## src/rtl/vga_timing_pkg.sv

```systemverilog
// vga_timing_pkg: default VGA timing shared by receiver and transmitter, lock-state enum, saturating increment.
package vga_timing_pkg;
   localparam logic [10:0] H_SYNC_DEF  = 11'd136;
   localparam logic [10:0] H_BACK_DEF  = 11'd160;
   localparam logic [10:0] H_DISP_DEF  = 11'd1024;
   localparam logic [10:0] H_TOTAL_DEF = 11'd1344;
   localparam logic [10:0] V_SYNC_DEF  = 11'd6;
   localparam logic [10:0] V_BACK_DEF  = 11'd29;
   localparam logic [10:0] V_DISP_DEF  = 11'd768;
   localparam logic [10:0] V_TOTAL_DEF = 11'd806;

   typedef enum logic [1:0] {SEARCH, VERIFY, LOCKED} lock_state_e;

   function automatic logic [10:0] sat_inc(input logic [10:0] v);
      return (v == 11'h7ff) ? v : v + 11'd1;
   endfunction
endpackage

```

## src/rtl/vga_sync_edge.sv

```systemverilog
// vga_sync_edge: registers the raw VGA inputs once and detects hsync falls and frame starts on the registered copies.
module vga_sync_edge (
   input  logic        clk,
   input  logic        rst,
   input  logic        hs_i,
   input  logic        vs_i,
   input  logic [15:0] rgb_i,
   output logic [15:0] rgb_o,
   output logic        hs_fall_o,
   output logic        frame_start_o
);
   logic        hs_q, hs_prev_q, vs_q, vs_fall_q;
   logic [15:0] rgb_q;

   assign hs_fall_o     = !hs_q && hs_prev_q;
   assign frame_start_o = hs_fall_o && !vs_q && vs_fall_q;
   assign rgb_o         = rgb_q;

   // vs_fall_q remembers vsync as seen at the previous hsync fall
   always_ff @(posedge clk)
      if (rst) begin
         hs_q      <= 1'b1;
         hs_prev_q <= 1'b1;
         vs_q      <= 1'b1;
         vs_fall_q <= 1'b1;
         rgb_q     <= '0;
      end else begin
         hs_q      <= hs_i;
         hs_prev_q <= hs_q;
         vs_q      <= vs_i;
         rgb_q     <= rgb_i;
         vs_fall_q <= hs_fall_o ? vs_q : vs_fall_q;
      end
endmodule

```

## src/rtl/vga_sync_rx.sv

```systemverilog
// vga_sync_rx: VGA timing receiver; measures line/frame lengths, locks onto conforming timing, emits active-area pixels.
// Define VGA_RX_MEAS_EN to expose the measured line and frame lengths as meas_h_total / meas_v_total.
module vga_sync_rx
   import vga_timing_pkg::*;
#(
   parameter logic [10:0] H_SYNC      = H_SYNC_DEF,
   parameter logic [10:0] H_BACK      = H_BACK_DEF,
   parameter logic [10:0] H_DISP      = H_DISP_DEF,
   parameter logic [10:0] H_TOTAL     = H_TOTAL_DEF,
   parameter logic [10:0] V_SYNC      = V_SYNC_DEF,
   parameter logic [10:0] V_BACK      = V_BACK_DEF,
   parameter logic [10:0] V_DISP      = V_DISP_DEF,
   parameter logic [10:0] V_TOTAL     = V_TOTAL_DEF,
   parameter int          LOCK_FRAMES = 2
) (
   input  logic        vga_clk,
   input  logic        rst,
   input  logic        vga_hs,
   input  logic        vga_vs,
   input  logic [15:0] vga_rgb,
   output logic [15:0] pix_data,
   output logic [10:0] pix_x,
   output logic [10:0] pix_y,
   output logic        pix_valid,
   output logic        frame_start,
   output logic        locked
`ifdef VGA_RX_MEAS_EN
   ,
   output logic [10:0] meas_h_total,
   output logic [10:0] meas_v_total
`endif
);
   localparam logic [10:0] H_ACT  = H_SYNC + H_BACK;
   localparam logic [10:0] H_END  = H_ACT + H_DISP;
   localparam logic [10:0] V_ACT  = V_SYNC + V_BACK;
   localparam logic [10:0] V_END  = V_ACT + V_DISP;
   localparam logic [7:0]  LOCK_N = 8'(LOCK_FRAMES);

   logic        hs_fall, fs, line_ok, frame_ok, lines_ok_q, active, valid_d;
   logic [15:0] rgb_s1;
   logic [10:0] h_cnt_q, h_cnt_d, v_cnt_q, v_cnt_d;
   logic [7:0]  good_q;
   lock_state_e state_q;

   vga_sync_edge u_edge (
      .clk          (vga_clk),
      .rst          (rst),
      .hs_i         (vga_hs),
      .vs_i         (vga_vs),
      .rgb_i        (vga_rgb),
      .rgb_o        (rgb_s1),
      .hs_fall_o    (hs_fall),
      .frame_start_o(fs)
   );

   // _d counters are the coordinates of the sample currently held in s1
   assign h_cnt_d     = hs_fall ? '0 : sat_inc(h_cnt_q);
   assign v_cnt_d     = !hs_fall ? v_cnt_q : fs ? '0 : sat_inc(v_cnt_q);
   assign line_ok     = (12'(h_cnt_q) + 12'd1) == 12'(H_TOTAL);
   assign frame_ok    = ((12'(v_cnt_q) + 12'd1) == 12'(V_TOTAL)) && lines_ok_q && line_ok;
   assign active      = h_cnt_d >= H_ACT && h_cnt_d < H_END && v_cnt_d >= V_ACT && v_cnt_d < V_END;
   assign valid_d     = state_q == LOCKED && active;
   assign locked      = state_q == LOCKED;
   assign frame_start = fs;

   always_ff @(posedge vga_clk)
      if (rst) begin
         h_cnt_q    <= '0;
         v_cnt_q    <= '0;
         lines_ok_q <= 1'b0;
         pix_valid  <= 1'b0;
         pix_data   <= '0;
         pix_x      <= '0;
         pix_y      <= '0;
      end else begin
         h_cnt_q    <= h_cnt_d;
         v_cnt_q    <= v_cnt_d;
         lines_ok_q <= !hs_fall ? lines_ok_q : fs ? 1'b1 : lines_ok_q && line_ok;
         pix_valid  <= valid_d;
         pix_data   <= valid_d ? rgb_s1 : '0;
         pix_x      <= valid_d ? h_cnt_d - H_ACT : '0;
         pix_y      <= valid_d ? v_cnt_d - V_ACT : '0;
      end

   // line check takes priority over frame check when both land on one hsync fall
   always_ff @(posedge vga_clk)
      if (rst) begin
         state_q <= SEARCH;
         good_q  <= '0;
      end else begin
         case (state_q)
            SEARCH:
               if (fs) begin
                  state_q <= VERIFY;
                  good_q  <= '0;
               end
            VERIFY:
               if ((hs_fall && !line_ok) || (fs && !frame_ok))
                  state_q <= SEARCH;
               else if (fs) begin
                  good_q <= good_q + 8'd1;
                  if (good_q + 8'd1 == LOCK_N)
                     state_q <= LOCKED;
               end
            LOCKED:
               if ((hs_fall && !line_ok) || (fs && !frame_ok) || h_cnt_q == 11'h7ff || v_cnt_q == 11'h7ff)
                  state_q <= SEARCH;
            default: state_q <= SEARCH;
         endcase
      end

`ifdef VGA_RX_MEAS_EN
   always_ff @(posedge vga_clk)
      if (rst) begin
         meas_h_total <= '0;
         meas_v_total <= '0;
      end else begin
         meas_h_total <= hs_fall ? h_cnt_q + 11'd1 : meas_h_total;
         meas_v_total <= fs ? v_cnt_q + 11'd1 : meas_v_total;
      end
`endif
endmodule

```

## config.mk

```make
export PLATFORM = sky130hd
export DESIGN_NAME = vga_sync_rx
export DESIGN_NICKNAME = d
export VERILOG_FILES = /design/src/rtl/vga_timing_pkg.sv /design/src/rtl/vga_sync_edge.sv /design/src/rtl/vga_sync_rx.sv
export SDC_FILE = /design/constraint.sdc
export NUM_CORES = 1
export LEC_CHECK = 0
export ABC_AREA = 1
export BUFFER_PORTS_ARGS = -buffer_cell sky130_fd_sc_hd__buf_2
export CORE_UTILIZATION = 33
export DETAILED_ROUTE_END_ITERATION = 10
export PLACE_DENSITY = 0.59
export SLEW_MARGIN = 0
export SYNTH_ARGS = -nofsm -noshare
export SYNTH_HDL_FRONTEND = slang
export SYNTH_SLANG_ARGS = --single-unit
```

## constraint.sdc

```tcl
create_clock -name vga_clk -period 2.7 [get_ports vga_clk]
set_input_delay 0.54 -clock vga_clk [delete_from_list [all_inputs] [get_ports vga_clk]]
set_output_delay 0.54 -clock vga_clk [all_outputs]
set_load 0.03 [all_outputs]
```

Yosys cells after proc, flatten, opt, wreduce, memory -nomap -nowiden
Cells that the tools add are included.

Flip-flop bits (word level): 92. Bits in latches: 0. Memory bits (writable): 0. Bits in read-only memories: 0. Input port bits: 20. Output and inout port bits: 41. Memories: 0.

Add/subtract/negate cells: 7. Multiply operators: 0. Div/mod/pow operators: 0. Magnitude comparators: 4. Equality and inequality tests: 13. Shift-type cells: 0. Mux-type cells: 16. Bitwise logic cells: 1. Reductions and logical operators: 24.

Operator list (count): $mux W11 (5); $add A11 B1 Y12 const B (2); $mux W8 (3); $add A11 B1 Y11 const B (2); $eq A11 B11 Y1 const B (2); $pmux W8 S2 (1); $eq A12 B10 Y1 const B (1); $eq A12 B11 Y1 const B (1); $logic_and A1 B1 Y1 (12); $ge A11 B6 Y1 const B (1); $ge A11 B9 Y1 const B (1); $lt A11 B10 Y1 const B (1); $lt A11 B11 Y1 const B (1); $sub A11 B6 Y11 const B (1); $sub A11 B9 Y11 const B (1); $mux W2 (5); $add A8 B1 Y8 const B (1); $eq A8 B2 Y1 const B (1); $reduce_and A4 Y1 (2); $ne A2 B2 Y1 const B (3); $ne A3 B3 Y1 const B (2); $pmux W2 S3 (1); $logic_not A1 Y1 (4); $logic_or A1 B1 Y1 (3); other kinds (8) (8).

Depth between registers and ports, before layout
Gate-level depths: netlist (run 1).

Depth after elaboration: 12. Mapped depth: 19. Gate-level depth less buffers: 18.

By module
From an unflattened synthesis (run 1), not the netlist that was laid out.

Cells, all modules: 599. Area total of the unflattened synthesis: 4351.7 µm².

Modules (own cells, without submodules): vga_sync_rx (times used 1, cells an instance 533, area each 3751.1 µm², sequential area each 1441.4 µm²); vga_sync_edge (times used 1, cells an instance 66, area each 600.6 µm², sequential area each 400.4 µm²).

Worst setup path after synthesis (run 1)
Ideal clock, no wire load.

Path type: flip-flop to flip-flop. Start: reg h_cnt_q[0]. End: reg pix_x[8]. Setup time: 61 ps. Data arrival time: 2455 ps. Slack: 183 ps. Stages on the path, launching flop included: 19. Path buffers: 2. Clock period less this slack: 2517 ps. Cells stage by stage: dfxtp_1 -> ha_1 -> nand2_2 -> o21ai_0 -> nand2_1 -> o21ai_0 -> ha_1 -> inv_1 -> nand3_1 -> nand3_2 -> nand2_1 -> nand2_1 -> nand2_1 -> nand2_1 -> nor2_1 -> nand3_2 -> buf_6 -> buf_12 -> nor2_4.

Longest elaborated chain between the ends: 10. Elaborated cells on any way between the ends: 13.

RTL lines: from (decl) (line vga_sync_rx.sv:41) `logic [10:0] h_cnt_q, h_cnt_d, v_cnt_q, v_cnt_d;`; from (signal assigned) (line vga_sync_rx.sv:76) `h_cnt_q <= h_cnt_d;`; $add A11 B1 Y11 / $eq A11 B11 Y1 (equally long branches) (line vga_timing_pkg.sv:15) `return (v == 11'h7ff) ? v : v + 11'd1;`; $mux W11 * (line vga_timing_pkg.sv:15); $mux W11 * (line vga_sync_rx.sv:57) `assign h_cnt_d = hs_fall ? '0 : sat_inc(h_cnt_q);`; $ge A11 B9 Y1 / $lt A11 B11 Y1 (equally long branches) (line vga_sync_rx.sv:61) `assign active = h_cnt_d >= H_ACT && h_cnt_d < H_END && v_cnt_d >= V_ACT && v_cnt_d < V_END;`; $logic_and A1 B1 Y1 (3 in series) (line vga_sync_rx.sv:61); $logic_and A1 B1 Y1 (line vga_sync_rx.sv:62) `assign valid_d = state_q == LOCKED && active;`; $not A1 Y1 (no source line); $reduce_or A2 Y1 (no source line); to (signal assigned) (line vga_sync_rx.sv:81) `pix_x <= valid_d ? h_cnt_d - H_ACT : '0;`; to (decl) (line vga_sync_rx.sv:22) `output logic [10:0] pix_x,`.

Mark *: on every way between the ends. The rest lies on a longest branch, timed or not. A chain may end at the register's enable or synchronous reset.

Final worst setup path (run 1)
Start: reg v_cnt_q[0]. End: reg pix_y[8].

Longest elaborated chain between the ends: 10. Elaborated cells on any way between the ends: 13.

RTL lines: from (decl) (line vga_sync_rx.sv:41); from (signal assigned) (line vga_sync_rx.sv:77) `v_cnt_q <= v_cnt_d;`; $add A11 B1 Y11 / $eq A11 B11 Y1 (equally long branches) (line vga_timing_pkg.sv:15); $mux W11 (line vga_timing_pkg.sv:15); $mux W11 (line vga_sync_rx.sv:58) `assign v_cnt_d = !hs_fall ? v_cnt_q : fs ? '0 : sat_inc(v_cnt_q);`; $mux W11 * (line vga_sync_rx.sv:58); named net v_cnt_d[0] (line vga_sync_rx.sv:41); $ge A11 B6 Y1 (line vga_sync_rx.sv:61); $logic_and A1 B1 Y1 (2 in series) (line vga_sync_rx.sv:61); $logic_and A1 B1 Y1 (line vga_sync_rx.sv:62); $not A1 Y1 (no source line); $reduce_or A2 Y1 (no source line); to (signal assigned) (line vga_sync_rx.sv:82) `pix_y <= valid_d ? v_cnt_d - V_ACT : '0;`; to (decl) (line vga_sync_rx.sv:23) `output logic [10:0] pix_y,`.

Mark *: on every way through the listed nets, which the timed path passes. The rest lies on a longest branch.

==> results of run 1 <==
-- Yosys cell counts, drive strengths merged --
library cell,number
nor2,141
xnor2,3
nand3b,3
clkbuf,5
buf,8
o21ai,17
nand3,48
and3,1
o31ai,1
a21oi,9
o21bai,1
nand4,7
nor3,5
ha,8
xor2,8
inv,105
o21a,1
and2,1
o211ai,1
dfxtp,92
a22oi,1
nand2,150
clkinv,1
or2,4
-- state kept, by name, indices dropped and copies added (netlist names), 2 cells and up --
name and count:
pix_y 11, good_q 8, v_cnt_q 11, pix_x 11, state_q 2, u_edge.rgb_o 16, h_cnt_q 11, pix_data 16
-- where the power goes --
group          internal, mW  switching, mW  total, mW
clock network         0.641          0.556       1.20
logic                0.0793          0.137      0.217
registers              1.39         0.0210       1.41
total                  2.11          0.714       2.82
-- repair_timing --
action | in CTS | in global routing
gates resized for setup | 0 | 13
endpoints found under the setup margin | 0 | 39
buffers inserted | 0 | 2
-- per-layer routing --
layer	up-vias	part of all wire	GRT usage	wire, um
li1	2021	-	-	-
met1	1728	0.46	0.178	4270
met4	0	0.011	0.0456	106
met2	81	0.47	0.246	4330
met3	10	0.058	0.0509	533
met5	-	0	0	0
-- how the worst max path moves through the flow --
stage,startpoint,endpoint,slack (ns),depth (start not counted)
global route,v_cnt_q[0],pix_y[0],0.008,17
floorplan,h_cnt_q[0],pix_x[8],0.18,18
CTS,v_cnt_q[0],pix_y[2],0.11,17
finish,v_cnt_q[0],pix_y[8],0.23,17
detailed placement,v_cnt_q[0],pix_y[1],0.14,17
global placement,v_cnt_q[0],pix_y[1],0.15,17
-- cell type report --
| cell class | instances | share of cell area |
|---|---|---|
| clock buffer | 10 | 0.0439 |
| multi-input combinational | 410 | 0.391 |
| inverter | 106 | 0.0763 |
| sequential | 92 | 0.355 |
| timing repair buffer | 74 | 0.0825 |
| tap | 172 | 0.0413 |
| clock inverter | 6 | 0.0101 |
-- cells by family (layout without fill, tap and decap cells) --
kind of cell	after synthesis	in the layout
simple gates	360	360
buf+inv	119	196
flops	92	92
compound gates	31	31
xor+xnor	11	11
fa+ha+maj	8	8
-- through the flow --
step	cells	util
after floorplan	621	-
after global placement	852	0.385
after detailed placement	852	0.385
after CTS	868	0.407
after global routing	870	0.410
final	870	0.410
==> impl_metrics.toml, run 1 <==
[route]
via_count = 3840
viasPerCell = 4.41
detail_route.wirelength_mm = 9.24
remaining_drc_errors = 0
antenna_violating_nets_post_route = 0
drt-pass1-iter-count = 5
detail_route.wl_per_cell_um = 10.6
detail_route.iter0.violations = 199

[layout]
seqCellArea_mm2 = 0.00185
filler_cell_count = 1346
layout.cells.most_common = "sky130_fd_sc_hd__nand2_1"
layout-drive-gt1-share = 0.206
multi_input_comb_area_mm2 = 0.00204
total_non_filler_cell_area_in_the_finished_layout_mm2 = 0.00522
most_used_cells_in_the_layout_excluding_fill_and_tap_cells = "139 x sky130_fd_sc_hd__nand2_1, 121 x sky130_fd_sc_hd__nor2_1, 99 x sky130_fd_sc_hd__inv_1, 88 x sky130_fd_sc_hd__dfxtp_1, 60 x sky130_fd_sc_hd__buf_2"
finalNetCount = 721
num_antenna_cells = 0
area_growth_syn_to_layout_pct = 20.0

[clock_tree]
clk-insertion-delay-late_ns = 0.34
cts-htree-levels = 3
clock_sinks = 92
maximum_clock_path_buffer_count = 2
tritoncts = "built"
clock_slew_seen_by_the_registers_of_the_worst_setup_and_hold_paths_ns = 0.07
hold_buffers = 0
cts_buffers = 9
clock-root-buffer = "sky130_fd_sc_hd__clkbuf_16"

[synthesis]
largest_family_of_logic_cells_by_synthesized_area = "simple AND/OR/NAND/NOR gates"
post_synth_fa_ha_maj_area_fraction = 0.0230
ys_seq_area_frac = 0.424
syn_area_mm2 = 0.00435
synth-compound-area-share = 0.0386
synth.net_count = 649
yosys.area_share.xor_xnor = 0.0222
syn_avg_cell_area_um2 = 7.00
post_synth_and_or_nand_nor_area_fraction = 0.382
number_of_unique_standard_cell_types_used_by_synthesis = 34
yosys-top-cells-area = "sky130_fd_sc_hd__dfxtp_1 42%, sky130_fd_sc_hd__nand2_1 12%, sky130_fd_sc_hd__nor2_1 11%, sky130_fd_sc_hd__inv_1 8.6%, sky130_fd_sc_hd__nand3_1 4.7%"
synth_top_cell_area_share = 0.424
synth_area_leader_cell = "sky130_fd_sc_hd__dfxtp_1"
yosys_register_bits = 92
synthCells = 621
synth.yosys.warnings = 0
synth.area.mux_share = 0

[sta]
fin_ws_ns = 0.231
max_freq_mhz = 405
setup_tns_ns = 0
grt_setup_unrepaired = "false"
whs_ns = 0.389
timing.clock.skew_ns = 0.00897
worst_slew_pin_slew_ns = 0.494
fin_crit_sh = 0.914
setup-violations-final = 0
final-max-slew-violation-count = 0
fin_crit_ns = 2.47
timing.max_slew.rel_slack = 0.671
hold_violations = 0

[power_and_ir_drop]
ir_worst_vdd_mv = 0.347
p_leak_nw = 2.72
report.power.total_mw = 2.82
pwr_dens_mw_per_mm2 = 541

[setup_path]
buffer_and_inverter_count_on_the_worst_path = 3
start_kind = "register"
crit_path_max_incr_delay_ns = 0.38
worst_path_dominant_cell_family = "simple AND/OR/NAND/NOR gates"
worstRegToRegCells = 17
cpMaxStageDelayCell = "sky130_fd_sc_hd__dfxtp_4"
setup.reg_to_reg.worst_slack_ns = 0.23
crit_path_max_fanout = 22
r2r_start = "v_cnt_q[0]"
cp_data_required_time_ns = 2.98
worst_ep_arrival_time_ns = 2.75
endpoint_kind = "register"
crit-reg2reg-capture = "pix_y[8]"
path_cells = "ha_2 > nand2_2 > nor2_4 > nand3_4 > nand2_4 > inv_2 > nand2_1 > nand2_1 > nor2_4 > ha_2 > inv_1 > nor2_1 > nand3_1 > nand3_2 > nand3_2 > buf_12 > nor2_1"
critical_path_class = "reg2reg"

[floorplanning]
rows = 41
die_height_um = 117
die_w_um = 117
core_mm2 = 0.0127
ios = 61
start_util = 0.342
die_area_mm2 = 0.0136

[run_status]
status = "complete, no violations"

[place]
place_congestion = 0.868
postPlaceCellArea_mm2 = 0.00490
place.port_buffers = 60
dpl_worst_slack_ns = 0.135
detailedPlacementHpwl_mm = 6.87

[min_path]
timing.hold.worst.start = "vga_hs"
min_delay_path_depth = 2
min_delay_worst_endpoint = "u_edge.hs_q"
min-delay-path-class = "in2reg"

[global_route]
grt_start_max_net_pins = 45
vias_in_the_first_global_route = 3581
antenna_violations_before_repair = 0
overall_global_routing_resource_usage = 0.147
grt_first_pass_wirelength_mm = 15.6
gr-total-overflow = 0

[job]
max-cap-violations = 0
(Power assumes the default switching activity.)
==> inputs of run 2 (changes only) <==
Settings changed: RECOVER_POWER from default to 100.
==> impl_metrics.toml, run 2 (synthesized netlist as in run 1, its figures left out) <==
[setup_path]
start_kind = "register"
worstRegToRegCells = 15
crit_path_max_fanout = 17
crit-reg2reg-capture = "pix_x[2]"
setup.reg_to_reg.worst_slack_ns = 0.23
path_cells = "inv_2 > nand2_1 > inv_1 > nand3_2 > inv_2 > nor2_1 > nand2_1 > o21ai_1 > nor2_4 > inv_1 > nor2_2 > nand3_2 > nand3_2 > buf_6 > nor2_1"
cpMaxStageDelayCell = "sky130_fd_sc_hd__dfxtp_1"
critPathMostFrequentCell = "sky130_fd_sc_hd__nand3_2"
crit_path_max_incr_delay_ns = 0.33
endpoint_kind = "register"
worst_ep_arrival_time_ns = 2.69
cp_data_required_time_ns = 2.92
critical_path_class = "reg2reg"
critical_path.startpoint = "u_edge.hs_q"
r2r_start = "u_edge.hs_q"

[place]
postPlaceCellArea_mm2 = 0.00490
place.port_buffers = 60
place_congestion = 0.868
place_inst = 852
dpl_worst_slack_ns = 0.135
detailedPlacementHpwl_mm = 6.87

[min_path]
min_delay_worst_endpoint = "u_edge.hs_q"
timing.hold.worst.start = "vga_hs"
min_delay_path_depth = 2
min-delay-path-class = "in2reg"

[global_route]
grt_first_pass_wirelength_mm = 15.6
vias_in_the_first_global_route = 3581
grt_start_max_net_pins = 45
gr-total-overflow = 0
overall_global_routing_resource_usage = 0.147
antenna_violations_before_repair = 0

[clock_tree]
tritoncts = "built"
clock_sinks = 92
clk-insertion-delay-late_ns = 0.34
maximum_clock_path_buffer_count = 2
hold_buffers = 0
clock_slew_seen_by_the_registers_of_the_worst_setup_and_hold_paths_ns = 0.06
cts-htree-levels = 3
cts_buffers = 9
clock-root-buffer = "sky130_fd_sc_hd__clkbuf_16"

[sta]
hold_violations = 0
setup_tns_ns = 0
worst_slew_pin_slew_ns = 2.06
final-max-slew-violation-count = 45
timing.clock.skew_ns = 0.00908
timing.max_slew.rel_slack = -0.373
fin_crit_ns = 2.47
fin_ws_ns = 0.229
whs_ns = 0.389
setup-violations-final = 0
grt_setup_unrepaired = "false"
fin_crit_sh = 0.915
max_freq_mhz = 405

[route]
remaining_drc_errors = 0
via_count = 3807
viasPerCell = 4.38
detail_route.iter0.violations = 199
antenna_violating_nets_post_route = 0
detail_route.wirelength_mm = 9.28
detail_route.wl_per_cell_um = 10.7
drt-pass1-iter-count = 4

[layout]
most_used_cells_in_the_layout_excluding_fill_and_tap_cells = "139 x sky130_fd_sc_hd__nand2_1, 126 x sky130_fd_sc_hd__nor2_1, 100 x sky130_fd_sc_hd__inv_1, 88 x sky130_fd_sc_hd__dfxtp_1, 43 x sky130_fd_sc_hd__clkbuf_1"
final_util = 0.402
layout-drive-gt1-share = 0.136
num_antenna_cells = 0
total_non_filler_cell_area_in_the_finished_layout_mm2 = 0.00511
seqCellArea_mm2 = 0.00185
finish.cell_count_without_fillers = 870
filler_cell_count = 1370
area_growth_syn_to_layout_pct = 17.6
finalNetCount = 721
multi_input_comb_area_mm2 = 0.00200
layout.cells.most_common = "sky130_fd_sc_hd__nand2_1"

[power_and_ir_drop]
report.power.total_mw = 2.82
p_leak_nw = 2.52
ir_worst_vdd_mv = 0.372
pwr_dens_mw_per_mm2 = 552

[floorplanning]
ios = 61
die_w_um = 117
rows = 41
die_height_um = 117
core_mm2 = 0.0127
die_area_mm2 = 0.0136
start_util = 0.342

[job]
max-cap-violations = 1

[run_status]
violations = "capacitance limit, slew limit"
status = "finished with violations"
[run 2: changes by cell type in the layout (fill, tap and decap cells not counted)]
| cell | change |
|---|---|
| sky130_fd_sc_hd__buf_6 | +1 |
| sky130_fd_sc_hd__clkbuf_1 | +42 |
| sky130_fd_sc_hd__nand3_1 | +1 |
| sky130_fd_sc_hd__inv_1 | +1 |
| sky130_fd_sc_hd__inv_2 | -1 |
| sky130_fd_sc_hd__buf_2 | -41 |
| sky130_fd_sc_hd__nor2_4 | -5 |
| sky130_fd_sc_hd__nor2_1 | +5 |
| sky130_fd_sc_hd__buf_12 | -1 |
| sky130_fd_sc_hd__buf_4 | -1 |
| sky130_fd_sc_hd__nand3_2 | -1 |
[run 2: how the worst max path moves through the flow]
stage | cells past startpoint | endpoint
5_1_grt | 17 | pix_x[10]
3_5_place_dp | 17 | pix_y[1]
3_3_place_gp | 17 | pix_y[1]
2_1_floorplan | 18 | pix_x[8]
4_1_cts | 17 | pix_y[2]
6_report | 15 | pix_x[2]
[run 2: area by class of cell]
type                            count  share of cell area
Clock buffer                       10              0.0448
Clock inverter                      6              0.0103
Inverter                          106              0.0779
Multi-Input combinational cell    410               0.391
Sequential cell                    92               0.362
Tap cell                          172              0.0421
Timing Repair Buffer               74              0.0717
[run 2: report_power, final]
group          switching (mW)  internal (mW)  leakage (nW)  total [mW]
registers              0.0210           1.39         0.750        1.41
clock network           0.557          0.641         0.132        1.20
logic                   0.135         0.0788          1.64       0.214
total                   0.713           2.11          2.52        2.82
[run 2: metal layers]
metal / share of wire / track usage / vias to the layer above / routed length, um
met4: 0.010 / 0.0456 / 0 / 95
li1: - / - / 2022 / -
met2: 0.47 / 0.246 / 62 / 4340
met5: 0 / 0 / - / 0
met1: 0.47 / 0.178 / 1715 / 4370
met3: 0.051 / 0.0509 / 8 / 473
[run 2: worst max-delay path: cells and delay by family, from the launching register on]
| kind | cells | cell delay [ns] |
|---|---|---|
| compound gates | 1 | 0.14 |
| buf+inv | 5 | 0.68 |
| flops | 1 | 0.33 |
| simple gates | 9 | 1.17 |
[run 2: what timing repair did]
action / CTS / global route
buffers inserted: 0 / 2
setup endpoints to repair: 0 / 39
gates resized for setup: 0 / 13
==> inputs of run 3 (changes only) <==
Settings changed: ABC_AREA 1 to 0, CORE_UTILIZATION 33 to 40, PLACE_DENSITY 0.59 to 0.67.
==> impl_metrics.toml, run 3 <==
[synthesis]
syn_area_mm2 = 0.00429
synth_top_cell_area_share = 0.429
asyncSetResetFlopFracSynth = 0
yosys_most_used_dff = "sky130_fd_sc_hd__dfxtp_1"
yosys_register_bits = 92
syn_avg_cell_area_um2 = 8.95
synth.net_count = 508
synth_area_leader_cell = "sky130_fd_sc_hd__dfxtp_1"
synthCells = 480
synth_most_common_cell = "sky130_fd_sc_hd__dfxtp_1"
post_synth_most_frequent_cells = "92 x sky130_fd_sc_hd__dfxtp_1, 52 x sky130_fd_sc_hd__nor2_1, 36 x sky130_fd_sc_hd__nand2_1"
ys_seq_area_frac = 0.429
synth_enable_flop_cells = 0
number_of_unique_standard_cell_types_used_by_synthesis = 68
yosys-top-cells-area = "sky130_fd_sc_hd__dfxtp_1 43%, sky130_fd_sc_hd__nor2_1 4.5%, sky130_fd_sc_hd__and2_1 3.2%, sky130_fd_sc_hd__nand2_1 3.1%, sky130_fd_sc_hd__xor2_1 3.1%"
synth.yosys.warnings = 0

[layout]
num_antenna_cells = 0
layout-drive-gt1-share = 0.299
filler_cell_count = 953
area_growth_syn_to_layout_pct = 31.6
layout.cells.most_common = "sky130_fd_sc_hd__dfxtp_1"
finalNetCount = 648
most_used_cells_in_the_layout_excluding_fill_and_tap_cells = "88 x sky130_fd_sc_hd__dfxtp_1, 86 x sky130_fd_sc_hd__buf_4, 47 x sky130_fd_sc_hd__nor2_1, 42 x sky130_fd_sc_hd__clkbuf_1, 35 x sky130_fd_sc_hd__nand2_1"
total_non_filler_cell_area_in_the_finished_layout_mm2 = 0.00565

[global_route]
overall_global_routing_resource_usage = 0.209
grt_first_pass_wirelength_mm = 18.5
grt_start_max_net_pins = 35
gr-total-overflow = 0
vias_in_the_first_global_route = 3760
antenna_violations_before_repair = 0

[run_status]
status = "finished with violations"
violations = "capacitance limit, slew limit, setup timing"

[setup_path]
endpoint_kind = "register"
crit_path_max_fanout = 10
cp_data_required_time_ns = 3.00
critical_path_class = "reg2reg"
worst_ep_arrival_time_ns = 3.07
start_kind = "register"

[route]
detail_route.wl_per_cell_um = 14.6
remaining_drc_errors = 0
via_count = 3931
drt-pass1-iter-count = 4
viasPerCell = 5.17
antenna_violating_nets_post_route = 0
detail_route.wirelength_mm = 11.1
detail_route.iter0.violations = 310

[sta]
timing.clock.skew_ns = 0.0182
fin_crit_ns = 2.78
whs_ns = 0.358
max_freq_mhz = 360
fin_ws_ns = -0.0753
grt_setup_unrepaired = "true"
setup-violations-final = 28
final-max-slew-violation-count = 35
fin_crit_sh = 1.03
hold_violations = 0
worst_slew_pin_slew_ns = 1.61
timing.max_slew.rel_slack = -0.0706
setup_tns_ns = -1.12

[clock_tree]
clk-insertion-delay-late_ns = 0.38
clock_sinks = 92
maximum_clock_path_buffer_count = 2
cts-htree-levels = 3
clock-root-buffer = "sky130_fd_sc_hd__clkbuf_8"
cts_buffers = 9
clock_slew_seen_by_the_registers_of_the_worst_setup_and_hold_paths_ns = 0.09
tritoncts = "built"

[min_path]
min-delay-path-class = "in2reg"

[place]
place_congestion = 0.937
postPlaceCellArea_mm2 = 0.00534
dpl_worst_slack_ns = -0.112
place.port_buffers = 60
detailedPlacementHpwl_mm = 8.26

[power_and_ir_drop]
pwr_dens_mw_per_mm2 = 440
ir_worst_vdd_mv = 0.243
report.power.total_mw = 2.48
p_leak_nw = 2.24

[floorplanning]
rows = 37
ios = 61
die_area_mm2 = 0.0112
die_w_um = 106
die_height_um = 106
start_util = 0.414
core_mm2 = 0.0104

[job]
max-cap-violations = 1
run 3: cell types whose count changed in the layout (fill, tap and decap cells not counted), sizes merged, moves of 8 or more:
cell and delta:
nand2 -114, inv -95, nor2 -83, buf +79, nand3 -29, and2 +21, nor2b +18, a21oi +12
nor4 +9, xnor2 +9, a31oi +8, nor3 +8
run 3: critical path, stage by stage (launching register included):
cell	delay (ns)
sky130_fd_sc_hd__dfxtp_4	0.37
sky130_fd_sc_hd__ha_4	0.14
sky130_fd_sc_hd__nand4_1	0.20
sky130_fd_sc_hd__buf_4	0.23
sky130_fd_sc_hd__nor2_2	0.16
sky130_fd_sc_hd__and4_1	0.24
sky130_fd_sc_hd__o21ai_2	0.09
sky130_fd_sc_hd__a311o_1	0.35
sky130_fd_sc_hd__or4b_4	0.61
sky130_fd_sc_hd__buf_8	0.18
sky130_fd_sc_hd__a21oi_1	0.12
run 3: worst paths after layout:
path	from	end	slack (ns)	cells after the start
min reg2reg	u_edge.rgb_o[10]	pix_data[10]	0.43	1
max	h_cnt_q[1]	pix_x[9]	-0.08	10
min	vga_hs	u_edge.hs_q	0.36	2
max reg2reg	h_cnt_q[1]	pix_x[9]	-0.08	10
run 3: cell families after synthesis:
| kind of cell | count (synthesis) | share of synthesized area |
|---|---|---|
| compound gates | 91 | 0.156 |
| simple gates | 223 | 0.288 |
| buf+inv | 35 | 0.0390 |
| xor+xnor | 27 | 0.0551 |
| fa+ha+maj | 8 | 0.0233 |
| mux | 4 | 0.00932 |
| flops | 92 | 0.429 |
run 3: report_power, final:
part	internal [mW]	total (mW)	switching, mW
Combinational	0.0841	0.183	0.0993
Sequential	1.38	1.39	0.0105
Clock	0.358	0.913	0.554
Total	1.82	2.48	0.664
run 3: final cells by class:
type | instances | area [um2] | area share
tap | 136 | 170 | 0.0301
inverter | 11 | 43.8 | 0.00775
multi-input combinational | 353 | 2430 | 0.431
timing repair buffer | 153 | 957 | 0.169
clock inverter | 7 | 70.1 | 0.0124
sequential | 92 | 1850 | 0.328
clock buffer | 9 | 124 | 0.0219
run 3: metal layers:
metal | wire length [um] | global-route usage | part of all wire
met5 | 0 | 0 | 0
met2 | 5150 | 0.344 | 0.46
met3 | 522 | 0.0383 | 0.047
met1 | 5220 | 0.272 | 0.47
met4 | 220 | 0.0813 | 0.020
run 3: timing repair:
| item | 4_1_cts | 5_1_grt |
|---|---|---|
| setup endpoints to repair | 36 | 42 |
| hold buffers | 0 | 0 |
| buffers inserted | 4 | 4 |
| cloned | 1 | 0 |
| gates resized for setup | 8 | 24 |
| pin swaps | 5 | 6 |
run 3: metrics by stage:
stage | cells | util
after floorplan | 480 | -
after global routing | 761 | 0.545
after global placement | 736 | 0.515
final | 761 | 0.545
after CTS | 757 | 0.539
after detailed placement | 736 | 0.515
